--- src/rtl/fir_serial_mac.sv ---
// fir_serial_mac: parametrised FIR filter built around one time-multiplexed MAC.
// One tap is processed per clock, so a sample takes TAPS MAC cycles plus one
// output cycle. Coefficients are writable at run time while the block is idle.
// Optional build macro: FIR_SATURATE_EN clamps the output instead of wrapping.
module fir_serial_mac #(
    parameter int DATA_W    = 16,
    parameter int COEF_W    = 16,
    parameter int TAPS      = 8,
    parameter int OUT_SHIFT = 15
) (
    input  logic                    system1000,
    input  logic                    system1000_rstn,
    input  logic [DATA_W-1:0]       in_data,
    input  logic                    in_valid,
    output logic                    in_ready,
    output logic [DATA_W-1:0]       out_data,
    output logic                    out_valid,
    input  logic                    out_ready,
    input  logic                    coef_we,
    input  logic [$clog2(TAPS)-1:0] coef_addr,
    input  logic [COEF_W-1:0]       coef_data,
    output logic                    busy
);

    // Derived widths; the accumulator is sized so TAPS full products never overflow.
    localparam int AW    = $clog2(TAPS);
    localparam int P_W   = DATA_W + COEF_W;
    localparam int ACC_W = DATA_W + COEF_W + $clog2(TAPS);

    // Reset value of c[0]: +1.0 saturated to the largest positive coefficient.
    localparam logic signed [COEF_W-1:0] C0_RST = {1'b0, {(COEF_W-1){1'b1}}};

    typedef enum logic [1:0] {IDLE, MAC, OUT} state_t;

    state_t                   state;
    logic signed [DATA_W-1:0] x [TAPS];
    logic signed [COEF_W-1:0] c [TAPS];
    logic signed [ACC_W-1:0]  acc;
    logic [AW-1:0]            idx;

    logic signed [DATA_W-1:0] x_sel;
    logic signed [COEF_W-1:0] c_sel;
    logic signed [P_W-1:0]    x_ext;
    logic signed [P_W-1:0]    c_ext;
    logic signed [P_W-1:0]    prod;
    logic signed [ACC_W-1:0]  prod_ext;
    logic signed [ACC_W-1:0]  acc_sum;
    logic [DATA_W-1:0]        y;

    // Single shared multiplier: operands are sign-extended to the full product width
    // so the low P_W bits of the multiply are the exact signed product.
    assign x_sel    = x[idx];
    assign c_sel    = c[idx];
    assign x_ext    = {{COEF_W{x_sel[DATA_W-1]}}, x_sel};
    assign c_ext    = {{DATA_W{c_sel[COEF_W-1]}}, c_sel};
    assign prod     = x_ext * c_ext;
    assign prod_ext = {{(ACC_W-P_W){prod[P_W-1]}}, prod};
    assign acc_sum  = acc + prod_ext;

`ifdef FIR_SATURATE_EN
    localparam logic signed [ACC_W-1:0] Y_MAX = {{(ACC_W-DATA_W+1){1'b0}}, {(DATA_W-1){1'b1}}};
    localparam logic signed [ACC_W-1:0] Y_MIN = {{(ACC_W-DATA_W+1){1'b1}}, {(DATA_W-1){1'b0}}};

    logic signed [ACC_W-1:0] shifted;
    assign shifted = acc_sum >>> OUT_SHIFT;

    // Clamp the scaled accumulator into the signed output range.
    // NOTE: y gets a default first so no path through this block can infer a latch.
    always_comb begin
        y = shifted[DATA_W-1:0];
        if (shifted > Y_MAX) begin
            y = Y_MAX[DATA_W-1:0];
        end else if (shifted < Y_MIN) begin
            y = Y_MIN[DATA_W-1:0];
        end
    end
`else
    // Two's-complement wrap: keep only the low DATA_W bits of the scaled accumulator.
    assign y = DATA_W'(acc_sum >>> OUT_SHIFT);
`endif

    // Control FSM, delay line, coefficient bank and MAC accumulator.
    // NOTE: all state uses non-blocking assignments so every register samples pre-edge values.
    always_ff @(posedge system1000 or negedge system1000_rstn) begin
        if (!system1000_rstn) begin
            state     <= IDLE;
            in_ready  <= 1'b1;
            out_valid <= 1'b0;
            out_data  <= '0;
            busy      <= 1'b0;
            acc       <= '0;
            idx       <= '0;
            // NOTE: the small delay line and coefficient bank are flops, so they are reset
            // here; a reset mid-computation must restore the passthrough coefficients.
            for (int i = 0; i < TAPS; i++) begin
                x[i] <= '0;
                c[i] <= (i == 0) ? C0_RST : '0;
            end
        end else begin
            case (state)
                IDLE: begin
                    // A write in the same cycle as an accept lands before the MAC reads c[].
                    if (coef_we && (int'(coef_addr) < TAPS)) begin
                        c[coef_addr] <= coef_data;
                    end
                    if (in_valid) begin
                        x[0] <= in_data;
                        for (int i = 1; i < TAPS; i++) begin
                            x[i] <= x[i-1];
                        end
                        acc      <= '0;
                        idx      <= '0;
                        state    <= MAC;
                        in_ready <= 1'b0;
                        busy     <= 1'b1;
                    end
                end
                MAC: begin
                    acc <= acc_sum;
                    idx <= idx + 1'b1;
                    // The last tap's sum goes straight to the output register.
                    if (idx == AW'(TAPS - 1)) begin
                        out_data  <= y;
                        out_valid <= 1'b1;
                        state     <= OUT;
                    end
                end
                OUT: begin
                    if (out_ready) begin
                        out_valid <= 1'b0;
                        in_ready  <= 1'b1;
                        busy      <= 1'b0;
                        state     <= IDLE;
                    end
                end
                default: begin
                    state <= IDLE;
                end
            endcase
        end
    end

endmodule

--- config.mk ---
export PLATFORM = sky130hd
export DESIGN_NAME = fir_serial_mac
export DESIGN_NICKNAME = d
export VERILOG_FILES = /design/src/rtl/fir_serial_mac.sv
export SDC_FILE = /design/constraint.sdc
export NUM_CORES = 1
export LEC_CHECK = 0
export ABC_AREA = 1
export CELL_PAD_IN_SITES_DETAIL_PLACEMENT = 0
export CELL_PAD_IN_SITES_GLOBAL_PLACEMENT = 1
export CORE_MARGIN = 3
export CORE_UTILIZATION = 49
export DETAILED_ROUTE_END_ITERATION = 8
export GPL_TIMING_DRIVEN = 1
export PLACE_DENSITY_LB_ADDON = 0.1
export SETUP_SLACK_MARGIN = 0.2
export SLEW_MARGIN = 20
export SYNTH_ARGS = -nofsm -noshare
export SYNTH_HDL_FRONTEND = slang
export SYNTH_SLANG_ARGS = --single-unit
--- constraint.sdc ---
create_clock -name system1000 -period 11.39 [get_ports system1000]
set_clock_uncertainty 0.2 [all_clocks]
set_input_delay 1.7085 -clock system1000 [delete_from_list [all_inputs] [get_ports system1000]]
set_output_delay 1.7085 -clock system1000 [all_outputs]
set_load 0.02 [all_outputs]
==> impl_metrics.env <==
export IMPL_multi_input_area_mm2=0.0142
export IMPL_setup_violations=0
export IMPL_cts_htree_levels=2
export IMPL_nFillCells=4757
export IMPL_path_class="flip-flop to flip-flop"
export IMPL_via_per_inst=5.26
export IMPL_post_drt_wl_per_cell_um=17.8
export IMPL_ioPinCount=59
export IMPL_cts_tree="yes"
export IMPL_yosysWarnings=0
export IMPL_placed_cell_area_mm2=0.0258
export IMPL_cts_sinks=311
export IMPL_overflow=0
export IMPL_antenna_cells=0
export IMPL_critical_path_required_ns=11.64
export IMPL_worstMarginPinSlew_ns=1.12
export IMPL_cts_root_buf="clkbuf_16"
export IMPL_final_area_mm2=0.0270
export IMPL_first_pass_iters=5
export IMPL_synth_main_ff_cell="dfrtp_1"
export IMPL_nets=3415
export IMPL_synth_cells=2999
export IMPL_critPathCaptureType="flip-flop"
export IMPL_slowest_stage="dfrtp_4"
export IMPL_dp_hpwl_mm=47.2
export IMPL_gp_congestion=0.966
export IMPL_grt_setup_unrepaired="false"
export IMPL_fp_dieH_um=231
export IMPL_grt_pass1_wl_mm=108
export IMPL_drv_slew=0
export IMPL_max_cap_violations=0
export IMPL_hold_buffers=0
export IMPL_synth_most_common_cell="nand2_1"
export IMPL_yosys_area_top_type="dfrtp_1"
export IMPL_outcome="finished clean"
export IMPL_totalWireLength_mm=65.4
export IMPL_worstPathArrival_ns=9.74
export IMPL_grt_antenna_before_repair=0
export IMPL_area_growth_syn_to_layout_pct=8.80
export IMPL_synth_edf_count=0
export IMPL_vias=19384
export IMPL_async_flop_share_pct=100
export IMPL_drc=0
export IMPL_slowest_delay_ns=0.86
export IMPL_drive_gt1_share_pct=5.47
export IMPL_clkSlewWorstSetupHoldPaths_ns=0.06
export IMPL_clk_latency_ns=0.57
export IMPL_synth_seq_cells=311
export IMPL_synthTopCellsByArea="dfrtp_1 (30%), fa_1 (23%), nand2_1 (10%)"
export IMPL_yosys_top_cells_count="nand2_1 (681), inv_1 (557), o21ai_0 (378), dfrtp_1 (295), fa_1 (285)"
export IMPL_drtIter0Drc=1402
export IMPL_ys_seq_area_share_pct=31.5
export IMPL_fp_dieW_um=231
export IMPL_syn_area_mm2=0.0248
export IMPL_timing_final_ws_setup_ns=1.90
export IMPL_grt_max_degree=125
export IMPL_finalSetupTns_ns=0
export IMPL_fmax_mhz=105
export IMPL_synth_top_area_share_pct=29.8
export IMPL_grt_pass1_vias=20199
export IMPL_hold_class="flip-flop to flip-flop"
export IMPL_cts_inserted_buffers=38
export IMPL_period_share_pct=83.3
export IMPL_portBuffers=58
export IMPL_syn_nets=3421
export IMPL_num_rows=81
export IMPL_post_synth_cell_area_avg_um2=8.26
export IMPL_start_util_pct=50.1
export IMPL_min_period_ns=9.49
export IMPL_post_cts_buffers=0
export IMPL_slew_headroom_pct=24.7
export IMPL_dieArea_mm2=0.0533
export IMPL_antenna_left=0
export IMPL_pre_cts_slack_ns=2.17
export IMPL_core_region_area_mm2=0.0495
export IMPL_whs_ns=0.275
export IMPL_crit_path_max_fanout=68
export IMPL_cp_common_cell="inv_1"
export IMPL_synth_cell_types=44
export IMPL_startpoint_type="flip-flop"
export IMPL_cts_buffer_depth=3
export IMPL_grt_use_total_pct=25.7
export IMPL_cts_resized=0
export IMPL_finalHoldViolations=0
export IMPL_seq_area_mm2=0.00781
==> routing by layer <==
layer	vias to the layer above	part of all wire (%)	routed length (um)	GRT usage, %
met1	9544	45	29400	36.1
met3	95	6.6	4300	4.63
met4	0	2.6	1710	6.99
met5	-	0	0	0
li1	9190	-	-	-
met2	555	46	30000	41.3
==> final timing paths <==
kind	from	endpoint	slack (ns)	cells after the start
worst max register to register	idx[0]	out_data[8]	1.90	31
max in group asynchronous	system1000_rstn	c[77]	8.40	2
worst min register to register	in_ready	in_ready	0.27	2
worst max-delay path	idx[0]	out_data[8]	1.90	31
min in group asynchronous	system1000_rstn	x[37]	1.00	1
worst min-delay path	in_ready	in_ready	0.27	2
==> area by class of cell <==
class                   count  area share, %
flip-flops and latches    311           29.0
well taps                 664           3.08
inverters                 580           8.08
repair buffers             82           2.89
clock inverters            12          0.501
clock buffers              54           3.93
multi-input cells        1980           52.6
==> registers in the layout (all words and copies together) (netlist names) <==
register,flops
out_valid,1
in_ready,1
acc,31
x,128
idx,3
busy,1
c,128
state,2
out_data,16
==> placed cells by master, fill, tap and decap left out, types with 3 or more instances in the layout <==
cell             count
a21o_1               6
a21oi_1            115
a22o_1               5
a32o_1               4
buf_4               23
clkbuf_1            11
clkbuf_16           38
clkbuf_8             5
clkdlybuf4s50_1     57
clkinv_2             7
dfrtp_1            293
dfstp_2             16
fa_1               285
ha_1                97
inv_1              557
inv_2               21
nand2_1            680
nand2_2              7
nand3_1             70
nand4_1             14
nor2_1             217
nor3_1               5
o21ai_0            378
o21ai_1             19
o21ai_2             15
o21ai_4             10
o21bai_1             6
o22ai_1             13
or2_1                3
or2_2                5
xnor2_1              5
xor2_1               4
==> critical path: cells and delay by family, from the launching register on <==
family	cells	cell delay [ns]
AO/OA/AOI/OAI	3	0.91
AND/OR/NAND/NOR	12	2.27
buffers and inverters	9	1.87
adder cells (fa/ha/maj)	7	3.20
flip-flops	1	0.86
==> cell families after synthesis <==
group           count (synthesis)  share of synthesized area (%)
buf+inv                       708                           11.4
simple gates                 1010                           16.0
xor+xnor                        9                          0.318
flops                         311                           31.5
compound gates                579                           12.8
fa+ha+maj                     382                           27.9
==> stage by stage <==
step / instances / utilization (%)
floorplan: 2999 / -
global placement: 3617 / 52.1
detailed placement: 3617 / 52.1
CTS: 3683 / 54.5
global route: 3683 / 54.5
finish: 3683 / 54.5
Power is not shown: default switching activity piles up to over one toggle a cycle in this logic, so the estimate is an artifact.
